===== src/rtl/ctrl_reg_pkg.sv =====
// Shared types and constants for the request/confirm capture register.
// Pure declarations; no logic, no latency, no flow control.
package ctrl_reg_pkg;

  localparam int SEG_W  = 7;
  localparam int DATA_W = 8;

  localparam logic [SEG_W-1:0] SEG_BLANK = 7'h00;

  typedef enum logic [1:0] {
    IDLE         = 2'd0,
    WAIT_CONFIRM = 2'd1,
    LOADED       = 2'd2
  } state_t;

endpackage


===== src/rtl/hex_to_7seg.sv =====
// Hex nibble to seven-segment pattern, bit order {g,f,e,d,c,b,a}, active-high.
// Purely combinational, zero latency, no flow control.
module hex_to_7seg
  import ctrl_reg_pkg::*;
(
  input  logic [3:0]       hex,
  output logic [SEG_W-1:0] seg
);

  always_comb begin
    seg = SEG_BLANK;
    case (hex)
      4'h0: seg = 7'h3F;
      4'h1: seg = 7'h06;
      4'h2: seg = 7'h5B;
      4'h3: seg = 7'h4F;
      4'h4: seg = 7'h66;
      4'h5: seg = 7'h6D;
      4'h6: seg = 7'h7D;
      4'h7: seg = 7'h07;
      4'h8: seg = 7'h7F;
      4'h9: seg = 7'h6F;
      4'hA: seg = 7'h77;
      4'hB: seg = 7'h7C;
      4'hC: seg = 7'h39;
      4'hD: seg = 7'h5E;
      4'hE: seg = 7'h79;
      4'hF: seg = 7'h71;
      default: seg = SEG_BLANK;
    endcase
  end

endmodule


===== src/rtl/ctrl_and_register.sv =====
// Request/confirm-gated byte capture register with registered dual 7-seg display.
// Display updates on the capture edge (one cycle from sampled inputs); no backpressure.
module ctrl_and_register
  import ctrl_reg_pkg::*;
(
  input  logic              clock,
  input  logic              reset,
  input  logic              request,
  input  logic              confirm,
  input  logic [DATA_W-1:0] inputData,
  output logic [SEG_W-1:0]  dataP,
  output logic [SEG_W-1:0]  dataQ
);

  state_t            state;
  state_t            state_nxt;
  logic              capture;
  logic [DATA_W-1:0] stored;
  logic [DATA_W-1:0] stored_nxt;
  logic              valid;
  logic              valid_nxt;
  logic [SEG_W-1:0]  seg_hi;
  logic [SEG_W-1:0]  seg_lo;

  always_ff @(posedge clock) begin
    if (reset) state <= IDLE;
    else       state <= state_nxt;
  end

  // Dropping request in WAIT_CONFIRM wins over a simultaneous confirm.
  always_comb begin
    state_nxt = state;
    case (state)
      IDLE:         if (request) state_nxt = WAIT_CONFIRM;
      WAIT_CONFIRM: begin
        if (!request)     state_nxt = IDLE;
        else if (confirm) state_nxt = LOADED;
      end
      LOADED:       if (!confirm) state_nxt = request ? WAIT_CONFIRM : IDLE;
      default:      state_nxt = IDLE;
    endcase
  end

  always_comb begin
    capture = (state == WAIT_CONFIRM) && request && confirm;
  end

  assign stored_nxt = capture ? inputData : stored;
  assign valid_nxt  = valid | capture;

  // Decode the post-edge value so the segments move on the capture edge itself.
  hex_to_7seg u_dec_hi (.hex(stored_nxt[7:4]), .seg(seg_hi));
  hex_to_7seg u_dec_lo (.hex(stored_nxt[3:0]), .seg(seg_lo));

  always_ff @(posedge clock) begin
    if (reset) begin
      stored <= '0;
      valid  <= 1'b0;
      dataP  <= SEG_BLANK;
      dataQ  <= SEG_BLANK;
    end else begin
      stored <= stored_nxt;
      valid  <= valid_nxt;
      dataP  <= valid_nxt ? seg_hi : SEG_BLANK;
      dataQ  <= valid_nxt ? seg_lo : SEG_BLANK;
    end
  end

endmodule


===== config.mk =====
export PLATFORM = sky130hd
export DESIGN_NAME = ctrl_and_register
export DESIGN_NICKNAME = d
export VERILOG_FILES = /design/src/rtl/ctrl_reg_pkg.sv /design/src/rtl/hex_to_7seg.sv /design/src/rtl/ctrl_and_register.sv
export SDC_FILE = /design/constraint.sdc
export NUM_CORES = 1
export LEC_CHECK = 0
export CAP_MARGIN = 25
export CORE_MARGIN = 1.5
export CORE_UTILIZATION = 55
export CTS_BUF_LIST = sky130_fd_sc_hd__clkbuf_2 sky130_fd_sc_hd__clkbuf_4 sky130_fd_sc_hd__clkbuf_8
export CTS_CLUSTER_DIAMETER = 100
export CTS_CLUSTER_SIZE = 10
export DETAILED_ROUTE_END_ITERATION = 8
export PLACE_DENSITY = 0.82
export SYNTH_ARGS = -nofsm -noshare
export SYNTH_HDL_FRONTEND = slang
export SYNTH_SLANG_ARGS = --single-unit
export TNS_END_PERCENT = 1

===== constraint.sdc =====
create_clock -name clock -period 2.95 [get_ports clock]
set_input_delay 0.59 -clock clock [delete_from_list [all_inputs] [get_ports clock]]
set_output_delay 0.59 -clock clock [all_outputs]
set_load 0.005 [all_outputs]

=== Yosys cells after proc, flatten, opt, wreduce, memory -nomap -nowiden ===
Memories as Yosys holds them, arrays and structs flattened. A register that Yosys moved wholly into a read port is not among the register bits.
Index checks and enable logic that the tools add are counted.

* Reductions and logical operators: 5
* Bitwise gates (word level): 2
* Muxes and demuxes: 7
* Equal/unequal tests: 5

{| class="wikitable"
|+ Operators with widths
! kind !! number
|-
| $mux 2 || 4
|-
| $mux 8 || 1
|-
| $pmux 2 s3 || 1
|-
| $ne 2x2->1 const B || 2
|-
| $ne 3x3->1 const B || 1
|-
| $reduce_and 3->1 || 1
|-
| $eq 2x1->1 const B || 1
|-
| $eq 2x2->1 const B || 1
|-
| $logic_and 1x1->1 || 2
|-
| $logic_not 2->1 || 1
|-
| $reduce_or 2->1 || 1
|-
| $mux 1 || 1
|-
| $not 1->1 || 1
|-
| $or 1x1->1 || 1
|}

* Input port bits: 12
* Bits in read-only memories: 224
* Memories kept: 2
* Output and inout bits: 14
* Bits in registers: 11

{| class="wikitable"
|+ Memory list
! memory !! words !! bits a word !! rd ports !! clocked after memory_dff !! wr ports !! line !! source
|-
| (name not given) || 16 || 7 || 1 || 1 || 0 || hex_to_7seg.sv:12 || <nowiki>case (hex)</nowiki>
|-
| (name not given) || 16 || 7 || 1 || 1 || 0 || hex_to_7seg.sv:12 ||
|}

=== Logic depth before layout (Yosys ltp) ===
* Word-level depth: 6
* Gate-level depth with buffers: 9
* Gate-level depth less buffers: 8

=== Cells and area by module ===
From an unflattened synthesis, not the netlist that was laid out.

* Cell total of the unflattened synthesis: 154
* Area, all modules: 1620.3 sq um

{| class="wikitable"
|+ Modules (own cells, without submodules)
! module !! seq. area each (sq um) !! area an instance (sq um) !! cells an instance !! times used
|-
| ctrl_and_register || 500.5 || 1044.8 || 88 || 1
|-
| hex_to_7seg || 0.0 || 287.8 || 33 || 2
|}

=== Worst setup path before layout ===
OpenSTA, ideal clock, no wires.

* Path kind: input to register
* Start: in confirm
* End: reg dataP[6]
* Library setup time: 87 ps
* Arrival: 2329 ps
* Path buffers: 1
* Stages: 7
* Path slack: 534 ps
* Data required time: 2863 ps
* Path through: and4b_2 > buf_4 > mux2i_1 > inv_1 > ha_1 > mux2_4 > a221oi_2

* Cells in the longest elaborated chain, start to end: 4

{| class="wikitable"
|+ Ends and longest elaborated chain
! what !! line !! source
|-
| start, declared || ctrl_and_register.sv:9 || <nowiki>input logic confirm,</nowiki>
|-
| $logic_and 1x1->1 * || ctrl_and_register.sv:45 || <nowiki>capture = (state == WAIT_CONFIRM) && request && confirm;</nowiki>
|-
| $or 1x1->1 || ctrl_and_register.sv:49 || <nowiki>assign valid_nxt = valid | capture;</nowiki>
|-
| $not 1->1 (no line) || - ||
|-
| $reduce_or 2->1 (no line) || - ||
|-
| end, declared || ctrl_and_register.sv:11 || <nowiki>output logic [SEG_W-1:0] dataP,</nowiki>
|}

Mark *: on every way between the ends. The rest lies on a longest branch, timed or not.
A chain may end at the register's enable or synchronous reset.

=== Worst setup path in the final report ===
* Start: in request
* End: reg dataQ[6]

* Cells in the longest elaborated chain, start to end: 5

{| class="wikitable"
|+ Ends and longest elaborated chain
! what !! line !! source
|-
| start, declared || ctrl_and_register.sv:8 || <nowiki>input logic request,</nowiki>
|-
| $logic_and 1x1->1 * (2 in series) || ctrl_and_register.sv:45 ||
|-
| $or 1x1->1 || ctrl_and_register.sv:49 ||
|-
| $not 1->1 (no line) || - ||
|-
| $reduce_or 2->1 (no line) || - ||
|-
| end, declared || ctrl_and_register.sv:12 || <nowiki>output logic [SEG_W-1:0] dataQ</nowiki>
|}

Marked as above.

==> results.md <==
Drt:
- The count of routing violations after the opening detailed-route iteration is 31.
- The remaining number of nets flagged by the antenna check after routing is 0.
- The total via count after detailed routing is 1,266.
- The first TritonRoute pass finished after 4 iterations.
- Dividing the detail-routed wire length by the instance count gives 15.3 um.
- In the routed design, unresolved DRC markers number 0.
- For this block, the routed nets add up to 3420 um of wire.
- Dividing the detail-routed via count by the number of cells gives 5.68.

STA:
- The smallest clock period supported by the final layout is computed as 2.51 ns.
- The portion of the clock cycle consumed by the worst path in the final layout is 84.9%.
- Summed over all failing endpoints, the final setup total negative slack is 0 ns.
- Setup repair after global routing left no endpoint under its margin.
- The clock tree skew after final layout is 0.00101 ns.
- The actual transition at the worst max-transition pin is 0.506 ns.
- The count of endpoints failing hold in the final timing report came to 0.
- The remaining max-slew budget at the tightest pin is 66.3%.
- The count of final max-slew check failures is 0.
- The final count of negative-setup-slack endpoints is 0.
- Based on the critical path, the design can be clocked at up to 399 MHz.

Placed design:
- The standard cell area after detailed placement is 1880 um^2.
- The last weighted congestion value of the routability-driven placer is 0.936.
- The count of input and output buffers is 25.
- The wire-length estimate of the detail-placed layout is 2700 um.

Floorplan:
- 26 I/O pins were placed.
- From bottom edge to top edge, the die measures 56.4 um.
- The number of rows in the core area is 19.
- The total area inside the core boundary comes to 2730 um^2.
- The initial utilization of the core area, before any placement, comes to 57.4%.
- The die covers 3180 um^2.
- The overall die width is 56.4 um.

Yosys:
- Summed over all instances, the cell type with the most area after synthesis is dfxtp_1.
- The synthesized netlist devotes 17.5% of its cell area to compound gates.
- The simple-gate share of the synthesized area is 18.4%.
- The leading cell type by number of instances after synthesis is dfxtp_1.
- The most used flip-flop cell after synthesis is dfxtp_1.
- The average instance in the mapped netlist occupies 9.81 um^2.
- The number of storage elements in the synthesis netlist is 25.
- The number of different library cells used by synthesis comes to 43.
- Counting every net in the synthesized netlist gives 186.
- Counting flops with a built-in enable in the synthesized netlist gives 0.
- Sorting the synthesized cells by area gives the leading types as dfxtp_1, ha_1, mux2i_1.
- After synthesis, the largest family of logic cells by area is simple AND/OR/NAND/NOR gates.
- The synthesized netlist devotes 0.558% of its cell area to XOR and XNOR gates.
- The share of synthesized area occupied by flip-flops and latches is 31.9%.
- The synthesized-area fraction occupied by adder cells is 11.8%.
- The synthesized netlist occupies a cell area of 1570 um^2.
- The synthesis warning total is 0.
- Counting instances in the post-synthesis netlist gives the leading cell types as dfxtp_1, ha_1, inv_1.
- The portion of synthesized cell area occupied by the leading cell type is 31.9%.
- For this run, asynchronously set or reset flops after synthesis account for 0%.
- The portion of netlist area occupied by mux cells is 13.3%.
- The synthesized instance count is 160.

Pwr:
- The leakage power summed over all cells is 0.000825 uW.
- The net switching power of the design is 170 uW.
- The cell-internal power is 458 uW.
- The combinational share of power is 18.1%.
- The relative contribution of sequential cells to total power is 56.3%.
- Net switching is 27.0% of the power.
- The proportion of power drawn by the clock network is 25.5%.
- In this run the power density over the cells is 329 nW/um^2.
- The worst vdd rail ir drop is 290 uV.

Final layout:
- Summing all multi-input logic gate instances after layout gives 966 um^2.
- The sequential cell area is 500 um^2.
- In the final layout, the share of cells above drive strength 1 is 15.6%.
- The number of diodes is 0.
- The final cell area excluding filler cells is 1910 um^2.
- Compared with the post-synthesis result, the final layout area differs by 21.5%.
- The post-layout net count is 219.
- After filler insertion, the fill cell instance count of the layout stands at 213.

CTS:
- The root cell of the clock tree is clkbuf_4.
- The TritonCTS buffer count is 3.
- After clock tree synthesis, the clock-pin slew on the worst setup and hold paths is 0.14 ns.
- The number of sinks driven by the clock tree is 25.
- Buffers added to address setup during post-CTS repair amount to 0.
- The clock latency reported for the late side of the worst-skew pair is 0.32 ns.
- The number of buffers inserted by hold repair at cts is 0.
- CTS built an H-tree with a depth of 1.
- The TritonCTS clock tree is yes.
- The number of gates resized after CTS is 0.
- The buffer levels on the longest clock path is 2.

Critical path:
- The highest net fanout along the worst path is 11.
- The setup path with the least slack is of type input pin to register.
- The startpoint class of the critical path is an input pin.
- The standard cell with the maximum stage delay on the critical path is clkdlybuf4s50_1.
- STA classifies the critical path endpoint as a register.
- The required time of the critical path is 3.18 ns.
- The arrival time of data at the critical path endpoint is 2.74 ns.
- For this run, the slowest stage of the critical path takes 0.56 ns.
- Walking the worst path, the cells encountered are clkdlybuf4s50_1, and4b_2, buf_4, mux2i_1, inv_1, ha_1, o21a_1, a221oi_1.

Global route:
- The via count of the first global-routing pass is 1,281.
- Entering global routing, the biggest net connects 16 pins.
- The total routing usage reported by global routing is 23.8%.
- The first global-routing pass estimated 5930 um of wire.
- The initial antenna violation count came to 0.
- Summed over all layers, the global routing overflow is 0.

Worst hold path:
- In this run the worst hold path is classified as register to register.

Outcome:
- The flow ran to the end, and the final reports show no timing, DRC or antenna violations.

Flow run:
- Max-cap violations in this run came to 0.
## worst paths after layout
| check | from | end | slack [ns] | depth (start not counted) |
|---|---|---|---|---|
| worst max-delay path | request | dataQ[6] | 0.44 | 8 |
| worst min-delay path | state[1] | state[1] | 0.59 | 2 |
| worst max register to register | state[0] | dataQ[6] | 0.79 | 7 |
| worst min register to register | state[1] | state[1] | 0.59 | 2 |
## critical path: cells and delay by family
kind	cells	cell delay, ns
and+or+nand+nor	1	0.29
AOI/OAI and AO/OA	2	0.52
muxes	1	0.24
adders and majority gates	1	0.23
buffers and inverters	3	0.86
## kinds of logic (layout without fill, tap and decap cells)
kind of cell    count (synthesis)  in the layout
simple gates                   51             51
compound gates                 31             31
flops                          25             25
buf+inv                        19             51
mux                            18             18
fa+ha+maj                      15             15
xor+xnor                        1              1
## routing by layer
layer | GRT usage (%) | wire, um | vias to the layer above | share of wire [%]
li1 | - | - | 642 | -
met1 | 32.1 | 1620 | 573 | 48
met2 | 38.8 | 1560 | 42 | 46
met3 | 3.69 | 158 | 9 | 4.6
met4 | 8.16 | 76 | 0 | 2.2
met5 | 0 | 0 | - | 0
## power by group through the flow
| stage | sequential [uW] | combinational, uW | clock [uW] |
|---|---|---|---|
| floorplan | 360 | 63.5 | 0 |
| global placement | 361 | 110 | 0 |
| detailed placement | 361 | 112 | 0 |
| CTS | 354 | 113 | 162 |
| global route | 355 | 124 | 178 |
| finish | 354 | 114 | 160 |
## cell usage in the layout (no fill, tap or decap), drive strengths merged, types with 5 or more instances in the layout
cell	synthesis	final
mux2i	14	14
nand2b	8	8
inv	12	12
clkdlybuf4s50	0	25
a221oi	5	5
nor2	11	11
nand3	5	5
buf	6	10
dfxtp	25	25
ha	14	14
nand2	9	9
## layout make-up
type	instances	area share, %
clock buffer	3	1.18
inverter	12	2.36
multi-input combinational	116	50.7
sequential	25	26.3
tap	31	2.04
timing repair buffer	35	17.1
clock inverter	1	0.394
## registers in the layout, summed over array words and instances (netlist names)
register and cells:
valid 1, stored 8, dataP 7, dataQ 7, state 2
## per-stage QoR
stage               total power [uW]  hold slack, ns  cells  util (%)  setup WS, ns
floorplan                        424           0.533    160         -         0.534
global placement                 470           0.558    219      68.6         0.194
global route                     657           0.622    223      69.7         0.297
finish                           628           0.585    223      69.7         0.444
CTS                              629           0.595    223      69.7         0.457
detailed placement               473           0.574    219      68.6         0.110
(Power assumes the default switching activity.)
